`config.mk`:
```
export PLATFORM = sky130hd
export DESIGN_NAME = status_sequencer
export DESIGN_NICKNAME = d
export VERILOG_FILES = /design/src/rtl/status_sequencer.sv
export SDC_FILE = /design/constraint.sdc
export NUM_CORES = 1
export LEC_CHECK = 0
export ABC_AREA = 0
export CAP_MARGIN = 10
export CORE_AREA = 4 4 78 80
export CTS_CLUSTER_DIAMETER = 40
export DETAILED_ROUTE_END_ITERATION = 8
export DIE_AREA = 0 0 82 84
export MAX_ROUTING_LAYER = met4
export PLACE_DENSITY = 0.72
export SLEW_MARGIN = 25
export SYNTH_ARGS = -nofsm -noshare
export SYNTH_HDL_FRONTEND = slang
export SYNTH_SLANG_ARGS = --single-unit
```
`constraint.sdc`:
```
create_clock -name clk_i -period 2.55 [get_ports clk_i]
set_clock_uncertainty 0.05 [all_clocks]
set_input_delay 0.765 -clock clk_i [delete_from_list [all_inputs] [get_ports clk_i]]
set_output_delay 0.765 -clock clk_i [all_outputs]
set_load 0.02 [all_outputs]
```
`src/rtl/status_sequencer.sv`:
```
// status_sequencer
//   READY / ERROR / FAULT state machine that feeds the single-digit status
//   decoder on the DE10-Lite and drives the error-count and fault LEDs.
//
// Ports
//   clk_i      : system clock (50 MHz)
//   rst_i      : synchronous, active-high reset
//   err_i      : error event line, synchronous; each rising edge is one event
//   ack_ni     : raw acknowledge key, active-low, asynchronous
//   status_o   : {heartbeat, code}; code 2'b11 = r, 2'b01 = E, 2'b00 = F
//   err_cnt_o  : total error events, saturating at 15
//   fault_o    : high while in FAULT
//
// Build option
//   STATUS_SEQ_DEBOUNCE_EN : when defined, the synchronised key must hold a
//   new level for DEB_CYCLES consecutive cycles before it is accepted.
module status_sequencer #(
  parameter int unsigned DEB_CYCLES   = 50000,
  parameter int unsigned ERR_LIMIT    = 3,
  parameter int unsigned HOLD_CYCLES  = 50000000,
  parameter int unsigned BLINK_CYCLES = 25000000
) (
  input  logic       clk_i,
  input  logic       rst_i,
  input  logic       err_i,
  input  logic       ack_ni,
  output logic [2:0] status_o,
  output logic [3:0] err_cnt_o,
  output logic       fault_o
);

  // Elaboration-time guard on the parameter ranges the design relies on.
  if (ERR_LIMIT < 1 || ERR_LIMIT > 15 || DEB_CYCLES < 1 || HOLD_CYCLES < 1 ||
      BLINK_CYCLES < 1) begin : g_bad_param
    $error("status_sequencer: parameter out of range");
  end

  localparam int unsigned HW = $clog2(HOLD_CYCLES + 1);
  localparam int unsigned BW = $clog2(BLINK_CYCLES + 1);

  // Encodings double as the decoder code on status_o[1:0].
  typedef enum logic [1:0] {
    ST_FAULT = 2'b00,
    ST_ERROR = 2'b01,
    ST_READY = 2'b11
  } state_e;

  state_e          state_q, state_d;
  logic            sync1_q, sync1_d;
  logic            sync2_q, sync2_d;
  logic            ack_dly_q, ack_dly_d;
  logic            err_dly_q, err_dly_d;
  logic [3:0]      err_cnt_q, err_cnt_d;
  logic [3:0]      strike_q, strike_d;
  logic [HW-1:0]   hold_q, hold_d;
  logic [BW-1:0]   blink_cnt_q, blink_cnt_d;
  logic            blink_q, blink_d;

  logic            ack_sync;
  logic            ack_clean;
  logic            press;
  logic            err_edge;
  logic [3:0]      strike_inc;

  assign ack_sync = ~sync2_q;

`ifdef STATUS_SEQ_DEBOUNCE_EN
  localparam int unsigned DW = $clog2(DEB_CYCLES + 1);

  logic          ack_clean_q, ack_clean_d;
  logic [DW-1:0] deb_cnt_q, deb_cnt_d;

  // Any cycle where ack_sync agrees with the accepted level restarts the count.
  always_comb begin
    ack_clean_d = ack_clean_q;
    deb_cnt_d   = '0;
    if (ack_sync != ack_clean_q) begin
      if (deb_cnt_q == DW'(DEB_CYCLES - 1)) begin
        ack_clean_d = ack_sync;
      end else begin
        deb_cnt_d = deb_cnt_q + DW'(1);
      end
    end
  end

  always_ff @(posedge clk_i) begin
    if (rst_i) begin
      ack_clean_q <= 1'b0;
      deb_cnt_q   <= '0;
    end else begin
      ack_clean_q <= ack_clean_d;
      deb_cnt_q   <= deb_cnt_d;
    end
  end

  assign ack_clean = ack_clean_q;
`else
  assign ack_clean = ack_sync;
`endif

  assign press      = ack_clean & ~ack_dly_q;
  assign err_edge   = err_i & ~err_dly_q;
  assign strike_inc = strike_q + 4'd1;

  always_comb begin
    sync1_d     = ack_ni;
    sync2_d     = sync1_q;
    ack_dly_d   = ack_clean;
    err_dly_d   = err_i;
    err_cnt_d   = err_cnt_q;
    strike_d    = strike_q;
    state_d     = state_q;
    hold_d      = '0;
    blink_cnt_d = '0;
    blink_d     = 1'b0;

    if (err_edge && err_cnt_q != 4'hF) begin
      err_cnt_d = err_cnt_q + 4'd1;
    end

    unique case (state_q)
      ST_READY: begin
        if (err_edge) begin
          strike_d = strike_inc;
          state_d  = (strike_inc >= 4'(ERR_LIMIT)) ? ST_FAULT : ST_ERROR;
        end
      end
      ST_ERROR: begin
        // An error in the same cycle as a press wins; the press is dropped.
        if (err_edge) begin
          strike_d = strike_inc;
          state_d  = (strike_inc >= 4'(ERR_LIMIT)) ? ST_FAULT : ST_ERROR;
        end else if (press) begin
          state_d = ST_READY;
        end
      end
      ST_FAULT: begin
        blink_d = blink_q;
        if (blink_cnt_q == BW'(BLINK_CYCLES - 1)) begin
          blink_d = ~blink_q;
        end else begin
          blink_cnt_d = blink_cnt_q + BW'(1);
        end
        if (ack_clean) begin
          if (hold_q == HW'(HOLD_CYCLES - 1)) begin
            state_d     = ST_READY;
            strike_d    = '0;
            blink_d     = 1'b0;
            blink_cnt_d = '0;
          end else begin
            hold_d = hold_q + HW'(1);
          end
        end
      end
      default: state_d = ST_READY;
    endcase
  end

  always_ff @(posedge clk_i) begin
    if (rst_i) begin
      state_q     <= ST_READY;
      sync1_q     <= 1'b1;
      sync2_q     <= 1'b1;
      ack_dly_q   <= 1'b0;
      err_dly_q   <= 1'b0;
      err_cnt_q   <= '0;
      strike_q    <= '0;
      hold_q      <= '0;
      blink_cnt_q <= '0;
      blink_q     <= 1'b0;
    end else begin
      state_q     <= state_d;
      sync1_q     <= sync1_d;
      sync2_q     <= sync2_d;
      ack_dly_q   <= ack_dly_d;
      err_dly_q   <= err_dly_d;
      err_cnt_q   <= err_cnt_d;
      strike_q    <= strike_d;
      hold_q      <= hold_d;
      blink_cnt_q <= blink_cnt_d;
      blink_q     <= blink_d;
    end
  end

  assign status_o  = {blink_q, state_q};
  assign err_cnt_o = err_cnt_q;
  assign fault_o   = (state_q == ST_FAULT);

endmodule

```
==> results.toml <==
[floorplanning]
initial_core_util_pct = 54.2
core_area_sq_um = 5410
chipWidth_um = 82
io_pins = 12
die_h_um = 84
die-area_sq_um = 6890
fp-row-count = 27

[yosys]
synth-seq-area-share_pct = 45.1
syn-num-nets = 338
synth_ff_type = "dfxtp_1"
ys_top_cells_by_area = "dfxtp_1 (45%), xor2_1 (12%), nor2_1 (9.5%)"
synth_area_per_cell_sq_um = 8.90
syn-cell-area_sq_um = 2930
synth_cells = 329
synth_cell_types = 41
synth_top_area_share_pct = 45.1
ys_ff_latch = 66
ys_async_sr_fraction_pct = 0
yosysWarnings = 0
synth-edff-count = 0
netlist.top_cell.by_area = "dfxtp_1"

[critical_path]
slowest_stage = "clkdlybuf4s50_1"
startpoint_type = "flop"
crit_type = "reg2out"
path_cells = "nor2_1 -> clkdlybuf4s50_1"
r2r_cells = 7
setup.worst_path.end_class = "output pin"
arrival_ns = 1.48
cpPeakStageDelay_ns = 0.62
crit_required_ns = 1.74
cp_max_fo = 6

[timing]
rsz0062_at_grt = "no"
finalHoldViolCount = 0
finalCriticalPeriod_ns = 2.30
fmax_mhz = 435
drv_slew = 0
tightest_slew_ns = 0.633
finalSetupTns_ns = 0
fin_crit_sh_pct = 90.1
setup_viol = 0
maxSlewHeadroom_pct = 57.4

[clock_network]
cts_resized = 0
cts_buffers = 9
clock-sinks = 66
cts_tree = "built"
clockBufferDepth = 2
hold_buffers = 0
postCtsSetupBuffers = 0
htreeDepth = 3
clockRootBuffer = "clkbuf_8"
path_clk_slew_ns = 0.07
clock_latency_ns = 0.34

[final_layout]
fin_cells = 423
diodes = 0
nNetsFinal = 356
areaGrowthSynthToFinish_pct = 12.6
layout-drive-gt1-share_pct = 7.98

[route]
antenna_left = 0
via_per_inst = 5.30
num_vias = 2241
first_pass_iters = 4
wire_per_inst_um = 12.4
wirelength_mm = 5.23
drc = 0
drt_iter0_markers = 58

[global_route]
grtUsageTotal_pct = 17.7
grt_pass1_wl_mm = 9.40
grt_max_degree = 27
grt_pass1_vias = 2154
antenna_found_initial = 0
grt-ovfl-total = 0

[placed_design]
placed_cells = 408
io_buffers = 11
gp_congestion = 0.768
dp_hpwl_mm = 3.61

[hold_path]
whs_path_depth = 1
worst_hold_path_type = "reg2reg"

[pwr]
p_leak_nw = 1.10
p_total_mw = 1.94
p_per_area_nw_per_um2 = 588
peakVddDrop_mv = 0.278

[run_status]
outcome = "finished clean"

[flow_run]
drv_cap = 0
sequential cells by signal (all words and copies together), names as in the netlist:
register     cells
ack_dly_q        1
blink_cnt_q     25
blink_q          1
err_cnt_o        4
err_dly_q        1
hold_q          26
state_q          2
strike_q         4
sync1_q          1
sync2_q          1
placed cells by master, fill, tap and decap left out, types with 6 or more instances in the layout:
| cell | count |
|---|---|
| nor2_1 | 74 |
| dfxtp_1 | 66 |
| xor2_1 | 39 |
| nand3_1 | 23 |
| nand2_1 | 20 |
| nand4_1 | 18 |
| clkbuf_8 | 13 |
| xnor2_1 | 12 |
| clkdlybuf4s50_1 | 11 |
| inv_1 | 6 |
| nor4_1 | 6 |
worst paths after layout:
check	start	end	slack [ns]
setup / recovery	state_q[0]$_SDFFE_PP1P_	fault_o	0.25
hold / removal	sync1_q$_SDFF_PP1_	sync2_q$_SDFF_PP1_	0.36
setup reg to reg	blink_cnt_q[0]$_SDFF_PP0_	blink_cnt_q[3]$_SDFF_PP0_	0.44
hold reg to reg	sync1_q$_SDFF_PP1_	sync2_q$_SDFF_PP1_	0.36
report_power, final:
group	leakage (nW)	internal (mW)	switching (mW)
clock	0.0948	0.454	0.379
combinational	0.469	0.0274	0.0283
sequential	0.533	1.04	0.00899
metrics by stage:
step                utilization, %  area (sq um)  hold slack (ns)  setup WS, ns
floorplan                        -          2930            0.339         0.668
global placement              57.5          3110            0.343         0.229
detailed placement            57.5          3110            0.350         0.218
CTS                           61.0          3300            0.366         0.257
global route                  61.0          3300            0.390         0.196
finish                        61.0          3300            0.363         0.253
synthesized netlist by cell type, types with 2 or more instances:
cell type / count
nor2_1: 74
dfxtp_1: 66
xor2_1: 39
nand3_1: 23
nand2_1: 20
nand4_1: 18
xnor2_1: 12
inv_1: 6
nor4_1: 6
a21oi_1: 5
and3_1: 5
and4_1: 5
ha_1: 5
and2_1: 3
clkbuf_1: 3
nand4b_1: 3
o21ai_0: 3
a21o_1: 2
buf_2: 2
buf_4: 2
buf_6: 2
nand3_2: 2
nor2b_1: 2
nor4_2: 2
or2_2: 2
or3_1: 2
layout make-up:
type | instances | area (sq um)
fill | 494 | 2110
multi-input combinational | 248 | 1530
sequential | 66 | 1320
clock buffer | 14 | 183
timing repair buffer | 16 | 148
tap | 72 | 90.1
inverter | 6 | 22.5
clock inverter | 1 | 7.51
kinds of logic (layout without fill, tap and decap cells):
logic type | count (synthesis) | in the layout | synth area share, %
xor gates and xnor gates | 51 | 51 | 15.2
buffers and inverters | 15 | 37 | 2.78
DFF | 66 | 66 | 45.1
AOI/OAI and AO/OA | 13 | 13 | 2.69
and+or+nand+nor | 178 | 178 | 31.7
muxes | 1 | 1 | 0.342
adders and majority gates | 5 | 5 | 2.14
critical path, delay by kind of cell, from the launching register on:
| family | cells | cell delay, ns |
|---|---|---|
| buf+inv | 1 | 0.62 |
| flops | 1 | 0.35 |
| simple gates | 1 | 0.16 |
layer usage:
metal	global-route usage [%]	part of all wire, %	up-vias
met2	25.9	44	32
li1	-	-	1153
met5	-	0	-
met1	22.9	50	1047
met3	6.26	3.9	9
met4	5.44	1.5	0
No activity file was read; power rests on OpenSTA's default activity.
